### config.mk
export PLATFORM = sky130hd
export DESIGN_NAME = multi_timer
export DESIGN_NICKNAME = d
export VERILOG_FILES = /design/src/rtl/timer_pkg.sv /design/src/rtl/timer_channel.sv /design/src/rtl/multi_timer.sv
export SDC_FILE = /design/constraint.sdc
export NUM_CORES = 1
export LEC_CHECK = 0
export ABC_AREA = 1
export BUFFER_PORTS_ARGS = -buffer_cell sky130_fd_sc_hd__buf_4
export CORE_ASPECT_RATIO = 1.1
export CORE_MARGIN = 8
export CORE_UTILIZATION = 35
export CTS_BUF_LIST = sky130_fd_sc_hd__clkbuf_2 sky130_fd_sc_hd__clkbuf_4 sky130_fd_sc_hd__clkbuf_8
export CTS_CLUSTER_SIZE = 24
export DETAILED_ROUTE_END_ITERATION = 8
export GPL_TIMING_DRIVEN = 0
export PLACE_DENSITY = 0.51
export SLEW_MARGIN = 20
export SYNTH_ARGS = -nofsm -noshare
export SYNTH_HDL_FRONTEND = slang
export SYNTH_SLANG_ARGS = --single-unit
### constraint.sdc
create_clock -name CLK_I -period 11.6 [get_ports CLK_I]
set_input_delay 1.74 -clock CLK_I [delete_from_list [all_inputs] [get_ports CLK_I]]
set_output_delay 1.74 -clock CLK_I [all_outputs]
set_load 0.02 [all_outputs]
### src/rtl/timer_pkg.sv
// Shared constants for the multi-channel timer: register map, MODE codes,
// CTRL bit positions and the per-channel FSM state encoding.
package timer_pkg;

  localparam logic [1:0] RegCtrl   = 2'b00;
  localparam logic [1:0] RegPreset = 2'b01;
  localparam logic [1:0] RegCount  = 2'b10;
  localparam logic [1:0] RegStatus = 2'b11;

  localparam logic [1:0] ModeOneShot    = 2'b00;
  localparam logic [1:0] ModeAutoReload = 2'b01;

  localparam int unsigned CtrlEnBit   = 0;
  localparam int unsigned CtrlModeLsb = 1;
  localparam int unsigned CtrlModeMsb = 2;
  localparam int unsigned CtrlImBit   = 3;

  typedef enum logic [1:0] {
    StIdle,
    StLoad,
    StCnt
  } timer_state_e;

endpackage

### src/rtl/timer_channel.sv
// One timer channel: CTRL/PRESET/COUNT/STATUS registers and the
// IDLE -> LOAD -> CNT down-counter FSM.
module timer_channel
  import timer_pkg::*;
#(
  parameter int unsigned CW = 32
) (
  input  logic        clk_i,
  input  logic        rst_i,
  input  logic [1:0]  reg_sel_i,
  input  logic        we_i,
  input  logic [31:0] wdata_i,
  output logic [31:0] rdata_o,
  output logic        irq_o
);

  timer_state_e  state_q, state_d;
  logic          en_q, en_d;
  logic [1:0]    mode_q, mode_d;
  logic          im_q, im_d;
  logic [CW-1:0] preset_q, preset_d;
  logic [CW-1:0] count_q, count_d;
  logic          pending_q, pending_d;

  logic ctrl_we, preset_we, status_we;
  logic expire, auto_reload, set_pend;
  logic unused_wdata;

  assign ctrl_we     = we_i && (reg_sel_i == RegCtrl);
  assign preset_we   = we_i && (reg_sel_i == RegPreset);
  assign status_we   = we_i && (reg_sel_i == RegStatus);
  assign auto_reload = (mode_q == ModeAutoReload);
  assign expire      = (state_q == StCnt) && (count_q == '0);
  assign unused_wdata = ^wdata_i;

  always_ff @(posedge clk_i or posedge rst_i) begin
    if (rst_i) begin
      state_q <= StIdle;
    end else begin
      state_q <= state_d;
    end
  end

  always_comb begin
    state_d = state_q;
    unique case (state_q)
      StIdle: state_d = StIdle;
      StLoad: state_d = StCnt;
      StCnt:  if (expire && !auto_reload) state_d = StIdle;
      default: state_d = StIdle;
    endcase
    // A CTRL write overrides the counting step taken on the same edge.
    if (ctrl_we) begin
      if (!wdata_i[CtrlEnBit]) begin
        state_d = StIdle;
      end else if (state_q == StIdle) begin
        state_d = StLoad;
      end
    end
  end

  always_comb begin
    en_d      = en_q;
    mode_d    = mode_q;
    im_d      = im_q;
    preset_d  = preset_q;
    count_d   = count_q;
    pending_d = pending_q;
    set_pend  = expire;

    if (state_q == StLoad) begin
      count_d = preset_q;
    end else if (state_q == StCnt) begin
      if (!expire) begin
        count_d = count_q - CW'(1);
      end else if (auto_reload) begin
        count_d = preset_q;
      end else begin
        en_d = 1'b0;
      end
    end

    if (ctrl_we) begin
      mode_d = wdata_i[CtrlModeMsb:CtrlModeLsb];
      im_d   = wdata_i[CtrlImBit];
      if (!wdata_i[CtrlEnBit]) begin
        en_d     = 1'b0;
        count_d  = count_q;
        set_pend = 1'b0;
      end else if (state_q == StIdle) begin
        en_d = 1'b1;
      end
    end

    if (preset_we) preset_d = wdata_i[CW-1:0];
    // Expiry wins over a same-edge W1C clear.
    if (status_we && wdata_i[0]) pending_d = 1'b0;
    if (set_pend) pending_d = 1'b1;
  end

  always_ff @(posedge clk_i or posedge rst_i) begin
    if (rst_i) begin
      en_q      <= 1'b0;
      mode_q    <= ModeOneShot;
      im_q      <= 1'b0;
      preset_q  <= '0;
      count_q   <= '0;
      pending_q <= 1'b0;
    end else begin
      en_q      <= en_d;
      mode_q    <= mode_d;
      im_q      <= im_d;
      preset_q  <= preset_d;
      count_q   <= count_d;
      pending_q <= pending_d;
    end
  end

  always_comb begin
    irq_o   = pending_q & im_q;
    rdata_o = '0;
    unique case (reg_sel_i)
      RegCtrl:   rdata_o[3:0] = {im_q, mode_q, en_q};
      RegPreset: rdata_o = 32'(preset_q);
      RegCount:  rdata_o = 32'(count_q);
      RegStatus: rdata_o[0] = pending_q;
      default:   rdata_o = '0;
    endcase
  end

endmodule

### src/rtl/multi_timer.sv
// NCH independent down-counting timers behind a small word-addressed
// register file; ADD_I[5:4] picks the channel, ADD_I[3:2] the register.
module multi_timer
  import timer_pkg::*;
#(
  parameter int unsigned NCH = 2,
  parameter int unsigned CW  = 32
) (
  input  logic        CLK_I,
  input  logic        RST_I,
  input  logic [5:2]  ADD_I,
  input  logic        WE_I,
  input  logic [31:0] DAT_I,
  output logic [31:0] DAT_O,
  output logic        IRQ
);

  logic [31:0]    ch_rdata [NCH];
  logic [NCH-1:0] ch_irq;

  for (genvar i = 0; i < NCH; i++) begin : g_ch
    timer_channel #(
      .CW(CW)
    ) u_ch (
      .clk_i    (CLK_I),
      .rst_i    (RST_I),
      .reg_sel_i(ADD_I[3:2]),
      .we_i     (WE_I && (ADD_I[5:4] == 2'(i))),
      .wdata_i  (DAT_I),
      .rdata_o  (ch_rdata[i]),
      .irq_o    (ch_irq[i])
    );
  end

  // Channels at or above NCH never match, so they read as zero.
  always_comb begin
    DAT_O = '0;
    for (int i = 0; i < NCH; i++) begin
      if (ADD_I[5:4] == 2'(i)) DAT_O = ch_rdata[i];
    end
  end

  assign IRQ = |ch_irq;

endmodule

==> results.tsv <==
stage	metric	value	unit
routing	WL/cell	18.94	µm
power_and_ir_drop	maximum vdd drop	0.07374	mV
sta	final hold violation count	0	
run	Max Cap Viol	0	
sta	post-layout minimum cycle time	5686	ps
clock_tree	root buf cell	clkbuf_8	
power_and_ir_drop	P_leak	5.706	nW
sta	Min Hold Slack	485.6	ps
power_and_ir_drop	power per standard cell area	168.4	nW/µm²
routing	drt pass-1 iters	5	
clock_tree	clock slew at reported path FFs	70	ps
logic_synthesis	synthesized flop and latch total	142	
hold_path	Hold Crit Start	g_ch[1].u_ch.preset_q[28]	
worst_setup_path	Max FO, Critical Path	10	
cells_and_area	Register Area	3553	µm²
sta	Slew headroom	0.5295	
power_and_ir_drop	Internal	0.001078	W
logic_synthesis	syn_nets	1526	
logic_synthesis	Cells after Synth	1470	
global_routing	first-pass GRT wire length	56600	µm
logic_synthesis	top_reg_cell synth	dfrtp_1	
logic_synthesis	syn avg cell area	6.498	µm²
clock_tree	TritonCTS clock tree	yes	
logic_synthesis	Synth area leader	dfrtp_1	
sta	setup TNS	0	ps
power_and_ir_drop	Logic pwr share	0.369	
logic_synthesis	top-area cell type share of the netlist area	0.3720	
die	die width	173.5	µm
clock_tree	clock tree buffer depth	2	
sta	worst-margin pin slew	705.7	ps
power_and_ir_drop	Flop pwr share	0.378	
sta	RSZ-0062 raised after global routing	no	
worst_setup_path	critical path arrival	3950	ps
die	IO Pins	72	
global_routing	vias in the first global route	9609	
sta	final setup fails	0	
status	outcome	complete, no violations	
worst_setup_path	Worst Setup End Kind	primary output	
die	Core Rows	63	
logic_synthesis	Async SR Flop Fraction	1.000	
power_and_ir_drop	P_sw	0.0007765	W
routing	ANT nets after route	0	
cells_and_area	Fillers	2942	
placement	GPL Wtd Cong	0.9530	
cells_and_area	layout cells sized above 1	0.1018	
worst_setup_path	CP Data Required Time	9860	ps
logic_synthesis	Post-Syn Area	9552	µm²
sta	achievable clock frequency	175.9	MHz
worst_setup_path	family with the most delay on the worst path	buffers and inverters	
power_and_ir_drop	Net Sw Frac	0.4186	
global_routing	largest net degree at the start of global routing	79	
die	Die ar.	32840	µm²
die	Die Y	189.3	µm
clock_tree	PostCTS Resize Cnt	0	
routing	Remaining DRCs	0	
routing	initial drt markers	784	
placement	PortBufs	71	
worst_setup_path	Critical path buffers and inverters	7	
worst_setup_path	FF-to-FF Start	g_ch[0].u_ch.state_q[0]	
routing	routed vias	9707	
logic_synthesis	Yosys cell types	33	
global_routing	grt ovf	0	
cells_and_area	diode count	0	
logic_synthesis	Area contributors post-synth	dfrtp_1 (37%), nand2_1 (20%), nand3_1 (8.6%), inv_1 (7.9%), o21ai_0 (6.5%)	
global_routing	initial antenna violation count	0	
die	Initial Util	0.3554	
routing	Routed WL	36540	µm
clock_tree	H-tree levels	4	
worst_setup_path	CP Cell Sequence	buf_4, inv_1, ha_1, clkbuf_1, inv_1, clkbuf_1, clkbuf_1, o22ai_1, nand3_1, nand2_1, buf_4	
worst_setup_path	crit-path max cell delay	510	ps
clock_tree	total CTS buffers	17	
logic_synthesis	Syn. warnings	0	
clock_tree	clk_lat worst skew	460	ps
cells_and_area	area of the multi-input gates	4918	µm²
clock_tree	post-cts hold buffer count	0	
worst_setup_path	worst setup path class	input port to primary output	
worst_setup_path	Worst Setup Start Kind	input port	
placement	Post-DP HPWL	28900	µm
clock_tree	post-CTS setup repair buffer count	0	
sta	count of pins over their slew limit	0	
worst_setup_path	most frequent CP cell	clkbuf_1	
logic_synthesis	number of synthesized flops with an enable pin	0	
logic_synthesis	post-synthesis sequential area ratio	0.3720	
die	core area	26880	µm²
global_routing	GRT Util Overall	0.2243	
logic_synthesis	commonest cells in the netlist	nand2_1 (501), inv_1 (200), nand3_1 (164)	
sta	fin crit share	0.4902	
clock_tree	CTS sink cnt	142	
cells_and_area	Area Growth Syn to Fin	15.30	%
hold_path	Hold Crit Class	flip-flop to flip-flop	
worst_setup_path	Max stage delay cell, worst path	clkbuf_1	
cells_and_area	NumNets Final	1617	
power_and_ir_drop	Clk pwr share	0.253	
sta	clk_skew	14.56	ps
routing	post-DR vias/cell	5.032	
logic_synthesis	most common cell in the netlist	nand2_1	
worst_setup_path	worst setup path startpoint	ADD_I[2]	
-- worst paths after layout --
path	end	slack (ps)	cells after the start
max reg2reg	g_ch[0].u_ch.count_q[17]	9370	13
max	DAT_O[30]	5910	11
max in group asynchronous	g_ch[0].u_ch.preset_q[26]	9460	3
min	g_ch[1].u_ch.preset_q[28]	490	2
min in group asynchronous	g_ch[0].u_ch.state_q[0]	1320	2
min reg2reg	g_ch[1].u_ch.preset_q[28]	490	2
-- layer usage --
layer | global-route usage | vias to the layer above | wire length (µm)
met5 | 0 | - | 0
met4 | 0.1036 | 0 | 1564
met3 | 0.02470 | 73 | 1368
met2 | 0.3785 | 243 | 17400
met1 | 0.2847 | 4562 | 16210
li1 | - | 4829 | -
-- per-stage QoR --
stage | setup WS, ps | utilization | area [µm²] | instances | total power (W)
global route | 5774 | 0.4097 | 11010 | 1929 | 0.001991
finish | 5914 | 0.4097 | 11010 | 1929 | 0.001855
global placement | 3758 | 0.3918 | 10530 | 1898 | 0.001375
CTS | 5963 | 0.4097 | 11010 | 1929 | 0.001857
floorplan | 6050 | - | 9552 | 1470 | 0.001169
detailed placement | 5967 | 0.3931 | 10570 | 1899 | 0.001384
-- cell usage in the layout (no fill, tap or decap), types with 2 or more instances in the layout --
cell	netlist	final
xnor2_1	2	2
o211ai_1	2	2
nand2_1	501	501
inv_1	200	199
dfrtp_1	142	142
nor2_2	16	16
nor3b_1	2	2
bufinv_16	0	5
and2_1	2	2
a32o_1	2	2
a21oi_1	5	5
clkbuf_1	33	33
buf_4	8	79
buf_1	3	3
clkinv_2	0	2
nand2_2	5	5
inv_2	5	5
nor3_1	7	7
o21ai_0	125	125
buf_6	4	4
clkinvlp_4	0	3
ha_1	17	17
o22ai_1	43	43
nand3_1	164	164
nand4_1	13	13
clkbuf_8	0	18
xor2_1	19	19
o21ai_1	6	6
nor2_4	3	3
buf_2	14	14
nor2_1	118	118
o221ai_1	4	4
-- power groups by stage --
stage / logic (W) / registers [W] / clock network (W)
2_1_floorplan: 0.000497 / 0.000672 / 0
3_3_place_gp: 0.000669 / 0.000706 / 0
3_5_place_dp: 0.000678 / 0.000707 / 0
4_1_cts: 0.000681 / 0.000698 / 0.000478
5_1_grt: 0.000781 / 0.000715 / 0.000495
6_report: 0.000684 / 0.000701 / 0.000470
-- layout make-up --
cell class / instances / share of cell area
flip-flops and latches: 142 / 0.3227
clock buffers: 19 / 0.02318
multi-input cells: 1061 / 0.4466
well taps: 357 / 0.04056
inverters: 205 / 0.07055
clock inverters: 11 / 0.01738
plain buffers: 62 / 0.02818
repair buffers: 72 / 0.05090
-- flip-flops by register name (all words and copies together) (netlist names) --
| signal | cells |
|---|---|
| g_ch.u_ch.preset_q | 64 |
| g_ch.u_ch.im_q | 2 |
| g_ch.u_ch.count_q | 64 |
| g_ch.u_ch.state_q | 4 |
| g_ch.u_ch.en_q | 2 |
| g_ch.u_ch.mode_q | 4 |
| g_ch.u_ch.pending_q | 2 |
-- logic make-up after synthesis --
logic type,Yosys count,share of synthesized area
and+or+nand+nor,834,0.3649
xor gates and xnor gates,21,0.01926
buffers and inverters,267,0.1130
DFF,142,0.3720
AOI/OAI and AO/OA,189,0.1085
adders and majority gates,17,0.02227
-- tightest hold or removal path, stage by stage (launching register included) --
cell     delay [ps]
dfrtp_1         350
nand2_1          50
o21ai_0          60
Power figures use the tool's default switching activity.
